File: config.mk
export PLATFORM = sky130hd
export DESIGN_NAME = pattern_scan_unit
export DESIGN_NICKNAME = d
export VERILOG_FILES = /design/src/rtl/pscan_pkg.sv /design/src/rtl/pscan_window_match.sv /design/src/rtl/pattern_scan_unit.sv
export SDC_FILE = /design/constraint.sdc
export NUM_CORES = 1
export LEC_CHECK = 0
export BUFFER_PORTS_ARGS = -buffer_cell sky130_fd_sc_hd__buf_2
export CAP_MARGIN = 20
export CORE_UTILIZATION = 60
export CTS_BUF_LIST = sky130_fd_sc_hd__clkbuf_8
export DETAILED_ROUTE_END_ITERATION = 10
export PLACE_DENSITY = 0.8
export SLEW_MARGIN = 30
export SYNTH_ARGS = -nofsm -noshare
export SYNTH_HDL_FRONTEND = slang
export SYNTH_SLANG_ARGS = --single-unit
File: constraint.sdc
create_clock -name clk -period 8.15 [get_ports clk]
set_clock_uncertainty 0.15 [all_clocks]
set_input_delay 1.2225 -clock clk [delete_from_list [all_inputs] [get_ports clk]]
set_output_delay 1.2225 -clock clk [all_outputs]
set_load 0.05 [all_outputs]
File: src/rtl/pscan_pkg.sv
// pscan_pkg: shared types and constants for the pattern scan coprocessor.
//   pscan_state_e : controller states
//   DEF_*         : default memory map (message bytes, pattern byte, results)
//   CNT_W         : match counter width
//   popcnt4       : population count of a 4-bit hit vector
package pscan_pkg;

  typedef enum logic [2:0] {
    IDLE, ARMED, LOAD, SCAN, WB0, WB1, WB2, DONE
  } pscan_state_e;

  localparam int DEF_STR_LEN  = 32;
  localparam int DEF_PAT_ADDR = 32;
  localparam int DEF_RES_ADDR = 33;
  localparam int DEF_AW       = 8;
  localparam int CNT_W        = 8;
  localparam int PAT_W        = 5;
  localparam int NUM_WIN      = 4;   // windows per byte, both in-byte and crossing

  function automatic logic [2:0] popcnt4(input logic [NUM_WIN-1:0] v);
    return {2'b00, v[0]} + {2'b00, v[1]} + {2'b00, v[2]} + {2'b00, v[3]};
  endfunction

endpackage

File: src/rtl/pscan_window_match.sv
// pscan_window_match: combinational 5-bit window compare for one byte step.
//   win12  in  12  {prev[3:0], cur[7:0]}
//   pat    in  5   pattern to match
//   first  in  1   current byte is byte 0 (no predecessor, suppress crossings)
//   in_cnt out 3   windows fully inside cur that match (0..4)
//   in_any out 1   at least one in-byte match
//   x_cnt  out 3   windows straddling prev/cur that match (0..4)
module pscan_window_match
  import pscan_pkg::*;
(
  input  logic [11:0]      win12,
  input  logic [PAT_W-1:0] pat,
  input  logic             first,
  output logic [2:0]       in_cnt,
  output logic             in_any,
  output logic [2:0]       x_cnt
);

  logic [NUM_WIN-1:0] in_hit;
  logic [NUM_WIN-1:0] x_hit;

  // lane g: in-byte window cur[g+4:g], crossing window win12[g+8:g+4]
  for (genvar g = 0; g < NUM_WIN; g++) begin : g_win
    assign in_hit[g] = (win12[g +: PAT_W] == pat);
    assign x_hit[g]  = (win12[g + 4 +: PAT_W] == pat);
  end

  assign in_cnt = popcnt4(in_hit);
  assign in_any = |in_hit;
  assign x_cnt  = first ? 3'd0 : popcnt4(x_hit);

endmodule

File: src/rtl/pattern_scan_unit.sv
// pattern_scan_unit: scans STR_LEN message bytes for a 5-bit pattern and
// writes three match counts back to data memory.
//   clk, reset   : clock, synchronous active-high reset
//   start        : level; high arms, falling edge launches, high mid-run aborts
//   done         : high once all results are written, until next start
//   mem_addr     : shared read/write address (registered)
//   mem_rdata    : asynchronous read data for mem_addr
//   mem_we       : one-cycle write strobe per result
//   mem_wdata    : write data, valid with mem_we
// Results: RES_ADDR+0 = in-byte matches, +1 = bytes with any in-byte match,
// +2 = all matches over the concatenated stream (in-byte + crossing).
module pattern_scan_unit
  import pscan_pkg::*;
#(
  parameter int STR_LEN  = DEF_STR_LEN,
  parameter int PAT_ADDR = DEF_PAT_ADDR,
  parameter int RES_ADDR = DEF_RES_ADDR,
  parameter int AW       = DEF_AW
) (
  input  logic          clk,
  input  logic          reset,
  input  logic          start,
  output logic          done,
  output logic [AW-1:0] mem_addr,
  input  logic [7:0]    mem_rdata,
  output logic          mem_we,
  output logic [7:0]    mem_wdata
);

  pscan_state_e     state, state_n;
  logic [AW-1:0]    idx, idx_n;
  logic [PAT_W-1:0] pat;
  logic [3:0]       prev_lo;   // only the low nibble of the previous byte feeds crossings
  logic [CNT_W-1:0] ctb, cto, cts;
  logic [CNT_W-1:0] ctb_sum, cto_sum, cts_sum;

  logic [2:0] in_cnt, x_cnt;
  logic       in_any;

  pscan_window_match u_match (
    .win12  ({prev_lo, mem_rdata}),
    .pat    (pat),
    .first  (idx == '0),
    .in_cnt (in_cnt),
    .in_any (in_any),
    .x_cnt  (x_cnt)
  );

  assign ctb_sum = ctb + CNT_W'(in_cnt);
  assign cto_sum = cto + CNT_W'(in_any);
  assign cts_sum = cts + CNT_W'(in_cnt) + CNT_W'(x_cnt);

  always_comb begin
    state_n = state;
    idx_n   = idx;
    unique case (state)
      IDLE:  if (start) state_n = ARMED;
      ARMED: if (!start) state_n = LOAD;
      LOAD: begin
        state_n = start ? ARMED : SCAN;
        idx_n   = '0;
      end
      SCAN: begin
        idx_n = idx + 1'b1;
        if (start)                        state_n = ARMED;
        else if (idx == AW'(STR_LEN - 1)) state_n = WB0;
      end
      WB0:   state_n = start ? ARMED : WB1;
      WB1:   state_n = start ? ARMED : WB2;
      WB2:   state_n = start ? ARMED : DONE;
      DONE:  if (start) state_n = ARMED;
      default: state_n = IDLE;
    endcase
  end

  always_ff @(posedge clk) begin
    if (reset) begin
      state     <= IDLE;
      idx       <= '0;
      pat       <= '0;
      prev_lo   <= '0;
      ctb       <= '0;
      cto       <= '0;
      cts       <= '0;
      done      <= 1'b0;
      mem_addr  <= '0;
      mem_we    <= 1'b0;
      mem_wdata <= '0;
    end else begin
      state <= state_n;
      idx   <= idx_n;

      // datapath: act on the byte presented in the current state
      if (state == LOAD && !start) begin
        pat     <= mem_rdata[7:3];
        prev_lo <= '0;
        ctb     <= '0;
        cto     <= '0;
        cts     <= '0;
      end
      if (state == SCAN && !start) begin
        prev_lo <= mem_rdata[3:0];
        ctb     <= ctb_sum;
        cto     <= cto_sum;
        cts     <= cts_sum;
      end

      // outputs are registered against the next state so the async read
      // data is valid for the whole cycle the state occupies
      mem_we <= 1'b0;
      done   <= (state_n == DONE);
      unique case (state_n)
        LOAD: mem_addr <= AW'(PAT_ADDR);
        SCAN: mem_addr <= idx_n;
        WB0: begin
          // last byte is still being consumed on this edge, use the sum
          mem_addr  <= AW'(RES_ADDR);
          mem_we    <= 1'b1;
          mem_wdata <= ctb_sum;
        end
        WB1: begin
          mem_addr  <= AW'(RES_ADDR + 1);
          mem_we    <= 1'b1;
          mem_wdata <= cto;
        end
        WB2: begin
          mem_addr  <= AW'(RES_ADDR + 2);
          mem_we    <= 1'b1;
          mem_wdata <= cts;
        end
        default: ;
      endcase
    end
  end

endmodule

==> impl_summary.md, run 1 <==
Global routing
The via count of the first global-routing pass came to 3117. The number of antenna violations at the first check in global routing is 0. The largest net degree at the start of global routing is 48. The remaining global-route overflow is 0. The global-route wire length before repair is 14300 um. The overall routing resource usage is 28.5%.

Critical path
The endpoint type of the worst setup path is a register. The startpoint type of the worst setup path is an input pin. The critical register-to-register path startpoint is pat[0].

For the worst setup path, the data arrival time is 4.77 ns. The endpoint of the lowest-slack register-to-register path is cts[5]. The critical path starts at mem_rdata[5]. In this run the worst path has a maximum fanout of 6. For the worst setup path, the data required time is 8.27 ns. The count of cells along the worst register-to-register path is 18. The minimum setup slack among reg-to-reg paths is 3.88 ns. The critical path is of the in -> reg type.

Floorplanning
The die is 81.0 um tall. The initial core utilization is 62.8%. The I/O pin count is 29. The full die area is 6550 um^2.

The floorplan step set the die width to 81.0 um. After floorplanning, the core was divided into 28 placement rows. The core region is 5960 um^2.

Cells and area
After routing the design area is 4050 um^2. The most common cell after layout, fill and taps aside is sky130_fd_sc_hd__dfxtp_1. The count of non-filler cells in the finished layout is 549. Of the cells placed in the final design, the portion with a size suffix greater than 1 is 11.6%.

Leaving out fill and tap cells, the most frequent cells in the layout are sky130_fd_sc_hd__dfxtp_1 (62), sky130_fd_sc_hd__nand2_1 (43), sky130_fd_sc_hd__a21oi_1 (39), sky130_fd_sc_hd__nor2_1 (34), sky130_fd_sc_hd__xnor2_1 (30). The number of diodes added for antenna fixing is 0. For this run, the post-layout net count is 503. The synthesis-to-finish area growth is 8.20%.

Routing
The overall routed net length is 8490 um. Summing over every cut layer, the via total after detailed routing is 3336. The iteration-0 DRC count of the detailed router is 164. The number of iterations in the first detailed-routing pass is 5. Once detail routing completed, the nets flagged for antenna violations numbered 0. The average wire length per cell after detail routing is 15.5 um.

Using the TritonRoute via totals, the vias-per-cell ratio works out to 6.08. The number of remaining DRC errors is 0.

Power
Overall power consumption after layout is estimated at 0.597 mW. VDD sags by at most 0.164 mV. In this run the static leakage power is 1.63 nW. The power per cell area is 148 nW/um^2.

Clock tree
TritonCTS built the clock tree. The number of H-tree levels is 3. The number of hold buffers added after CTS was 0. The number of setup buffers added after CTS is 0. In this run, post-CTS repair resized a total of 0 instances. The insertion delay of the later-clocked pin in the worst-skew pair is 0.34 ns. The cell sitting at the root of the clock tree is a sky130_fd_sc_hd__clkbuf_8. After clock tree synthesis, the clock-pin slew on the worst setup and hold paths is 0.08 ns.

The number of buffers added by the clock tree synthesis step is 9. No sink is reached through more buffers than the 2 on the longest clock path. For this design, the sink count on the clock tree is 62.

Timing
The sum of negative setup slack is 0 ns. The number of hold violations in the final report is 0. The tightest slew margin relative to the limit is 39.0%. The final period utilization is 57.0%.

At the pin with the least slew margin, the transition time is 0.914 ns. The timing-limited maximum frequency is 0.215 GHz. The count of final setup violators is 0.

The final-report max-slew violation count came to 0. Subtracting the final worst setup slack from the clock period gives 4.65 ns. Setup repair after global routing left no endpoint under its margin.

Logic synthesis
The post-synthesis cell type with the largest combined area is sky130_fd_sc_hd__dfxtp_1. After synthesis, the netlist uses 53 different library cells. Ranked by total cell area, the synthesized netlist is headed by sky130_fd_sc_hd__dfxtp_1 (33%), sky130_fd_sc_hd__xnor2_1 (7.0%), sky130_fd_sc_hd__ha_1 (5.7%).

The net count of the mapped netlist is 493. The average size of a mapped cell is 8.15 um^2. The area fraction of the dominant cell type after synthesis is 33.2%. In this run the cell area of the synthesized design comes to 3740 um^2.

The synthesized design contains 62 register bits. The part of the Yosys area used for sequential elements is 33.2%. The yosys synthesis warning count is 0. In the synthesized netlist, the number of instances is 459.

The count of flip-flops with a built-in enable after synthesis is 0. Counting flops with an async set or reset pin after synthesis yields a share of 0%. The most used flip-flop cell after synthesis is sky130_fd_sc_hd__dfxtp_1.

Placement
The placed standard-cell area is 3870 um^2. In this run the tool buffered the top-level ports with 28 buffer cells. Summed over all nets, the half-perimeter wirelength after detailed placement is 5930 um. The placer congestion estimate is 0.863.

The placed instance count is 533.

Hold path
The path category of the worst min-delay check is reg -> reg. The endpoint of the worst hold-timing path is mem_addr[7]. The number of cells on the worst hold path is 1. The worst hold path begins at mem_addr[7].

Run
The number of max-cap violations is 0.

Outcome
The run finished with clean final reports.
==> layout make-up <==
class,count,area (um^2)
multi-input combinational,344,2300
fill,502,1910
sequential,62,1240
timing repair buffer,30,155
clock buffer,9,124
tap,75,93.8
inverter,22,82.6
clock inverter,7,50.0
==> state kept, by name (all words and copies together) (netlist names) <==
signal and cells:
ctb 8, cts 8, state 3, mem_addr 8
prev_lo 4, cto 8, mem_we 1, pat 5
mem_wdata 8, done 1, idx 8
==> logic make-up (layout without fill, tap and decap cells) <==
family,count (synthesis),in the layout,synth area share [%]
flip-flops,62,62,33.2
multiplexers,2,2,0.535
adder cells (fa/ha/maj),23,23,8.90
buffers and inverters,53,68,5.45
AND/OR/NAND/NOR,165,165,22.2
XOR/XNOR,52,52,12.2
AO/OA/AOI/OAI,102,102,17.5
==> per-stage QoR <==
stage	util [%]	setup slack, ns	hold WS [ns]
floorplan	-	3.33	0.286
global placement	65.0	3.28	0.296
global route	67.9	3.24	0.357
finish	67.9	3.50	0.327
CTS	67.9	3.50	0.328
detailed placement	65.0	3.16	0.308
==> worst max-delay path: stages <==
cell and delay [ns]:
sky130_fd_sc_hd__buf_2 0.18, sky130_fd_sc_hd__xnor2_1 0.15, sky130_fd_sc_hd__nand3_1 0.09, sky130_fd_sc_hd__nor3_1 0.20, sky130_fd_sc_hd__ha_1 0.28, sky130_fd_sc_hd__fa_1 0.39
sky130_fd_sc_hd__ha_1 0.28, sky130_fd_sc_hd__nand2_1 0.06, sky130_fd_sc_hd__fa_1 0.48, sky130_fd_sc_hd__inv_1 0.05, sky130_fd_sc_hd__ha_1 0.23, sky130_fd_sc_hd__fa_1 0.47
sky130_fd_sc_hd__a21oi_1 0.17, sky130_fd_sc_hd__nor2b_1 0.10, sky130_fd_sc_hd__o21ai_0 0.21, sky130_fd_sc_hd__a22oi_1 0.12, sky130_fd_sc_hd__nor2_1 0.09
==> worst max path at each step <==
stage	end	slack [ns]	cells past startpoint
after floorplan	cts[7]	3.33	17
after global placement	cts[7]	3.28	17
after detailed placement	cts[7]	3.16	17
after CTS	cts[5]	3.50	17
after global routing	cts[5]	3.24	20
final	cts[5]	3.50	17
==> per-layer routing <==
| layer | up-vias | wire [um] | GRT usage, % |
|---|---|---|---|
| met3 | 9 | 504 | 7.53 |
| met1 | 1594 | 3780 | 36.0 |
| met2 | 112 | 4120 | 47.8 |
| li1 | 1621 | - | - |
| met4 | 0 | 85 | 7.32 |
| met5 | - | 0 | 0 |
==> report_power, final <==
group | internal, mW | switching, mW | leakage, nW
clock network | 0.110 | 0.131 | 0.0816
registers | 0.305 | 0.00372 | 0.500
logic | 0.0164 | 0.0308 | 1.05
==> cell usage after synthesis, types with 6 or more instances <==
master and count:
sky130_fd_sc_hd__o21ai_0 17, sky130_fd_sc_hd__ha_1 17, sky130_fd_sc_hd__fa_1 6, sky130_fd_sc_hd__nand4_1 6, sky130_fd_sc_hd__nor2_1 34, sky130_fd_sc_hd__dfxtp_1 62, sky130_fd_sc_hd__nand3_1 28, sky130_fd_sc_hd__inv_1 22
sky130_fd_sc_hd__xnor2_1 30, sky130_fd_sc_hd__xor2_1 22, sky130_fd_sc_hd__nor3_1 19, sky130_fd_sc_hd__buf_1 6, sky130_fd_sc_hd__nand2_1 43, sky130_fd_sc_hd__clkbuf_1 23, sky130_fd_sc_hd__a21oi_1 39
(Power assumes the default switching activity.)
==> run 2, diff against run 1 <==
- CORE_UTILIZATION: 60 -> 56
- PLACE_DENSITY: 0.8 -> 0.78
- clock period: 8.15 -> 4.25 ns (I/O delays scaled with it)
==> impl_summary.md, run 2 (synthesized netlist as in run 1, its figures left out) <==
Outcome
The flow ran to the end, and the final reports show no timing, DRC or antenna violations.

Critical path
The setup path with the least slack is of type in -> reg. For this design, the slowest cell found on the critical path is sky130_fd_sc_hd__fa_1. STA classifies the critical path endpoint as a register. In this run the critical register-to-register path is launched from pat[2]. The maximum fanout encountered on the critical timing path is 4 (-2). The endpoint of the lowest-slack register-to-register path is cts[7]. The startpoint type of the worst setup path is an input pin. The data arrival time of the critical path was 4.17 ns (-0.60 ns). The count of cells along the worst register-to-register path was 16 (-2). The data required time of the critical path came to 4.37 ns (-3.90 ns). The minimum setup slack among reg-to-reg paths was 0.21 ns (-3.67 ns). Traced cell by cell, the critical path runs through buf_2, xnor2_1, nand3_1, nor3_2, ha_1, fa_1, ha_1, nand2_1, fa_1, inv_1, ha_1, fa_1, a21oi_1, nor2b_1, a31oi_1, o21ai_0, a21oi_1. The largest incremental delay on the critical path is 0.49 ns (about the same).

Placement
The worst setup slack before clock tree synthesis is -0.131 ns (-3.29 ns). The placed standard-cell area came to 3990 um^2 (+3.0%). The placer congestion estimate was 0.874 (+1.3%).

The placed instance count came to 550 (+3.2%). The number of buffer cells added on primary ports came to 28 (unchanged). The final HPWL from detailed placement is 6180 um (+4.0%).

Floorplanning
The number of standard-cell rows in the floorplan is 29 (+3.6%). The die height is 83.7 um (+3.4%). The initial core utilization is 58.6% (-4.2 points). The full die area was 7010 um^2 (+7.0%). The placeable core region is 6390 um^2 (+7.2%). The I/O pin count is 29 (unchanged).

The die extent in x is 83.7 um (+3.4%).

Global routing
The overall routing resource usage is 26.5% (-2.0 points). The number of antenna violations at the first check in global routing was 0 (unchanged). The via count of the first global-routing pass is 3131 (+0.45%). The remaining global-route overflow was 0 (unchanged). The global-route wire length before repair is 14900 um (+3.9%).

The largest net degree at the start of global routing is 47 (-2.1%).

Clock tree
The post-CTS clock slew at the launch and capture registers of the worst setup and hold paths is 0.07 ns (about the same). The number of sinks handled by clock tree synthesis is 62 (unchanged). The number of H-tree levels is 3 (unchanged).

The largest buffer count on any clock path was 2 (unchanged). The insertion delay of the later-clocked pin in the worst-skew pair is 0.34 ns (about the same). TritonCTS built the clock tree. The number of buffers added by the clock tree synthesis step is 9 (unchanged). The library cell used as clock root buffer is sky130_fd_sc_hd__clkbuf_8.

Power
The static power due to leakage was 1.73 nW (+5.9%). The worst voltage drop across the vdd grid came to 0.252 mV (+54%). The power per cell area is 285 nW/um^2 (+93%).

Timing
The count of final setup violators is 0 (unchanged). The clock period minus final worst setup slack is 4.05 ns. The worst slack on hold paths was 0.314 ns (-0.0125 ns). The number of hold violations in the final report is 0 (unchanged). Timing would allow up to 0.247 GHz. The final period utilization is 95.3%. The pin slew with the least headroom to its limit is 0.624 ns (-0.289 ns).

The minimum setup slack in the final design is 0.200 ns (-3.30 ns). The final-report max-slew violation count is 0 (unchanged). The tightest slew margin relative to the limit is 58.4% (+19 points).

Cells and area
The library cell used most frequently in the layout, excluding fill and tap cells, is sky130_fd_sc_hd__dfxtp_1. The area used by sequential logic in the layout was 1250 um^2 (+1.0%). The number of diodes added for antenna fixing is 0 (unchanged). The final net count is 518 (+3.0%). The count of non-filler cells in the finished layout is 566 (+3.1%). The synthesis-to-finish area growth is 12.7%. The top cell types in the final layout, fill and taps aside, are sky130_fd_sc_hd__dfxtp_1 (56), sky130_fd_sc_hd__nand2_1 (43), sky130_fd_sc_hd__a21oi_1 (39), sky130_fd_sc_hd__nor2_1 (34). The number of fill cells was 507 (+1.0%). The area used by multi-input combinational logic is 2320 um^2 (+1.1%). The post-route standard cell area excluding fillers was 4220 um^2 (+4.2%). The proportion of layout cells with a drive suffix above 1 is 16.2% (+4.6 points).

Routing
The number of nets with antenna violations after routing is 0 (unchanged). The overall routed net length was 8930 um (+5.2%). The mean number of vias per cell is 6.01 (-1.1%).

The number of iterations in the first detailed-routing pass is 5 (unchanged). The iteration-0 DRC count of the detailed router came to 199 (+21%). The number of remaining DRC errors is 0 (unchanged). The total number of vias is 3401 (+1.9%). The average wire length per cell after detail routing is 15.8 um (+2.1%).

Hold path
In this run the most critical hold path is launched from ctb[0]. The path category of the worst min-delay check is reg -> reg. The number of cells on the worst hold path is 2 (+1). The worst hold path terminates at ctb[0].

Run
The number of max-cap violations is 0 (unchanged).
run 2: metrics by stage:
step	power (mW)	utilization (%)	setup TNS, ns
finish	1.20	66.0	0
global route	1.25	66.0	-0.0234
CTS	1.21	65.4	0
detailed placement	0.703	62.4	-0.194
global placement	0.699	62.4	0
floorplan	0.672	-	0
run 2: how the worst max path moves through the flow:
stage                 start  endpoint  cells after the start
6_report       mem_rdata[5]    cts[7]                     17
5_1_grt              pat[1]    cts[7]                     18
4_1_cts              pat[4]    cts[7]                     16
3_5_place_dp   mem_rdata[7]    cts[7]                     17
3_3_place_gp   mem_rdata[5]    cts[7]                     17
2_1_floorplan  mem_rdata[7]    cts[7]                     17
run 2: power breakdown:
part	internal, mW	total (mW)	switching (mW)	leakage [nW]
clock	0.266	0.510	0.244	0.0924
sequential	0.583	0.588	0.00466	0.504
combinational	0.0379	0.104	0.0660	1.13
run 2: layout make-up:
type	count	share of cell area, %
multi-input combinational	344	55.1
clock buffer	9	2.94
clock inverter	7	1.57
tap	77	2.29
timing repair buffer	45	6.35
inverter	22	1.96
sequential	62	29.7
run 2: critical path, delay by kind of cell:
kind                       cells  cell delay, ns
buffers and inverters          2            0.18
and+or+nand+nor                4            0.45
adders and majority gates      6            2.14
AOI/OAI and AO/OA              4            0.61
xor gates and xnor gates       1            0.17
run 2: timing repair:
action	4_1_cts	5_1_grt
gates resized for setup	0	12
setup buffers	0	0
endpoints found under the setup margin	0	4
endpoints found under the hold margin	0	0
hold buffers	0	0
run 2: metal layers:
layer	vias to the layer above	GRT usage [%]	share of wire (%)
met5	-	0	0
met4	0	8.63	1.4
met3	14	5.74	6.6
met1	1590	36.0	44
met2	147	41.8	48
li1	1650	-	-
==> run 3, diff against run 2 <==
- MAX_ROUTING_LAYER: not set -> met4
==> impl_summary.md, run 3 (synthesized netlist as in run 1, its figures left out) <==
Power
The net switching fraction of the power is 26.1% (-0.10 points). The switching power of the nets is 0.315 mW (+0.15%). The combinational cell fraction of total power is 8.2% (-0.4 points). The worst voltage drop across the vdd grid was 0.220 mV (-13%). The sequential share of power is 49.0% (about the same). The power per cell area is 287 nW/um^2 (+0.77%). The part of the power in the clock network is 42.8% (+0.3 points).

The internal power consumption was 0.893 mW (+0.67%). The static power due to leakage is 1.73 nW (about the same).

Clock tree
The number of buffers added by the clock tree synthesis step is 9 (unchanged). The library cell used as clock root buffer is sky130_fd_sc_hd__clkbuf_8. The insertion delay of the later-clocked pin in the worst-skew pair is 0.35 ns (about the same). The post-CTS clock slew at the launch and capture registers of the worst setup and hold paths is 0.07 ns (about the same).

The number of sinks handled by clock tree synthesis is 62 (unchanged). TritonCTS built the clock tree. The number of hold buffers added after CTS is 0 (unchanged). The number of H-tree levels is 3 (unchanged). The largest buffer count on any clock path is 2 (unchanged).

Global routing
The global-route wire length before repair is 15300 um (+2.8%). The overall routing resource usage came to 28.1% (+1.6 points). The remaining global-route overflow was 0 (unchanged). The via count of the first global-routing pass was 3161 (+0.96%). The largest net degree at the start of global routing is 47 (unchanged). The number of antenna violations at the first check in global routing is 0 (unchanged).

Critical path
Tracing the worst setup path back leads to its startpoint at pat[1]. The endpoint type of the worst setup path is a register. The critical register-to-register path startpoint is pat[1]. The critical path is of the reg -> reg type. The maximum fanout encountered on the critical timing path is 5 (+1).

The data required time of the critical path is 4.37 ns (about the same). The data arrival time of the critical path is 4.16 ns (about the same). The worst setup path is launched from a register.

Timing
The number of hold violations in the final report is 0 (unchanged). Setup repair after global routing left no endpoint under its margin. The final-report max-slew violation count is 0 (unchanged). The minimum setup slack in the final design is 0.206 ns (+0.00587 ns). The count of final setup violators is 0 (unchanged). The tightest slew margin relative to the limit is 34.4% (-24 points).

The sum of negative setup slack came to 0 ns (unchanged). The timing-limited maximum frequency is 0.247 GHz (+0.15%). The pin slew with the least headroom to its limit came to 0.983 ns (+0.359 ns).

The clock period minus final worst setup slack is 4.04 ns (-0.00587 ns). The final period utilization is 95.2% (-0.14 points).

Routing
The overall routed net length came to 9280 um (+3.9%). The average wire length per cell after detail routing is 16.4 um (+3.9%). The mean number of vias per cell is 6.08 (+1.1%).

The number of nets with antenna violations after routing is 0 (unchanged). The number of iterations in the first detailed-routing pass came to 5 (unchanged). The iteration-0 DRC count of the detailed router is 253 (+27%).

The number of remaining DRC errors is 0 (unchanged). The total number of vias is 3440 (+1.1%).

Hold path
The worst hold path begins at ctb[0]. In this run the worst hold path is classified as reg -> reg.

Floorplanning
The number of standard-cell rows in the floorplan is 29 (unchanged). The die extent in x is 83.7 um (unchanged). The I/O pin count is 29 (unchanged). The full die area is 7010 um^2 (unchanged). The placeable core region is 6390 um^2 (unchanged). The die height was 83.7 um (unchanged).

The initial core utilization is 58.6% (unchanged).

Cells and area
The most common cell after layout, fill and taps aside is sky130_fd_sc_hd__dfxtp_1. The proportion of layout cells with a drive suffix above 1 is 15.3% (-0.82 points). In the layout the commonest cells are sky130_fd_sc_hd__dfxtp_1 (59), sky130_fd_sc_hd__nand2_1 (43), sky130_fd_sc_hd__a21oi_1 (39), sky130_fd_sc_hd__nor2_1 (34), sky130_fd_sc_hd__xnor2_1 (30). The final net count is 519 (+0.19%). The number of diodes added for antenna fixing is 0 (unchanged).

The number of fill cells is 532 (+4.9%). The synthesis-to-finish area growth is 12.4%. The post-route standard cell area excluding fillers is 4210 um^2 (-0.24%).

Placement
The placed standard-cell area is 4000 um^2 (+0.19%). The final HPWL from detailed placement is 6370 um (+3.1%). The placer congestion estimate is 0.897 (+2.6%).

The worst setup slack before clock tree synthesis is -0.0901 ns (+0.0407 ns). The number of buffer cells added on primary ports is 28 (unchanged).

Outcome
The run finished with clean final reports.

Run
The number of max-cap violations is 0 (unchanged).
## run 3: critical path, stage by stage (launching register included)
cell and delay [ns]:
sky130_fd_sc_hd__dfxtp_1 0.49, sky130_fd_sc_hd__xor2_1 0.18, sky130_fd_sc_hd__nor2_1 0.08, sky130_fd_sc_hd__and4_1 0.20, sky130_fd_sc_hd__ha_1 0.28, sky130_fd_sc_hd__inv_1 0.05
sky130_fd_sc_hd__fa_1 0.37, sky130_fd_sc_hd__inv_1 0.09, sky130_fd_sc_hd__ha_1 0.15, sky130_fd_sc_hd__inv_1 0.06, sky130_fd_sc_hd__fa_1 0.50, sky130_fd_sc_hd__inv_1 0.04
sky130_fd_sc_hd__ha_1 0.22, sky130_fd_sc_hd__fa_1 0.46, sky130_fd_sc_hd__a21oi_1 0.17, sky130_fd_sc_hd__nor2b_1 0.09, sky130_fd_sc_hd__a31oi_1 0.15, sky130_fd_sc_hd__o21ai_0 0.10
sky130_fd_sc_hd__a21oi_1 0.15
## run 3: layer usage
metal	wire, um	track usage, %	up-vias	part of all wire (%)
li1	-	-	1645	-
met1	4090	37.6	1626	44
met2	4320	42.3	154	47
met3	738	5.54	15	8.0
met4	127	10.0	0	1.4
met5	0	-	-	0
## run 3: layout make-up
cell class                 count  area [um^2]  share of cell area [%]
multi-input combinational    344         2310                    54.9
sequential                    62         1250                    29.7
timing repair buffer          46          275                    6.55
clock buffer                  13          179                    4.25
tap                           77         96.3                    2.29
inverter                      22         82.6                    1.96
clock inverter                 2         15.0                   0.357
## run 3: worst paths after layout
kind,slack (ns),cells past startpoint,end
worst max-delay path,0.21,18,cts[7]
worst min-delay path,0.31,2,ctb[0]
worst max register to register,0.21,18,cts[7]
worst min register to register,0.31,2,ctb[0]
## run 3: repair_timing
action,in CTS,in global routing
gates resized for setup,0,6
setup buffers,0,0
setup endpoints to repair,0,4
## run 3: power by group through the flow
| stage | logic (mW) | clock network, mW | registers, mW |
|---|---|---|---|
| after floorplan | 0.0684 | 0 | 0.604 |
| after global placement | 0.0948 | 0 | 0.606 |
| after detailed placement | 0.0968 | 0 | 0.606 |
| after CTS | 0.0974 | 0.518 | 0.592 |
| after global routing | 0.109 | 0.542 | 0.593 |
| final | 0.0990 | 0.517 | 0.592 |
## run 3: through the flow
step                hold WS (ns)  cells  power, mW  util, %
floorplan                  0.286    459      0.672        -
global placement           0.295    551      0.700     62.6
detailed placement         0.302    551      0.703     62.6
CTS                        0.312    566       1.21     65.6
global route               0.340    566       1.24     65.9
finish                     0.309    566       1.21     65.9
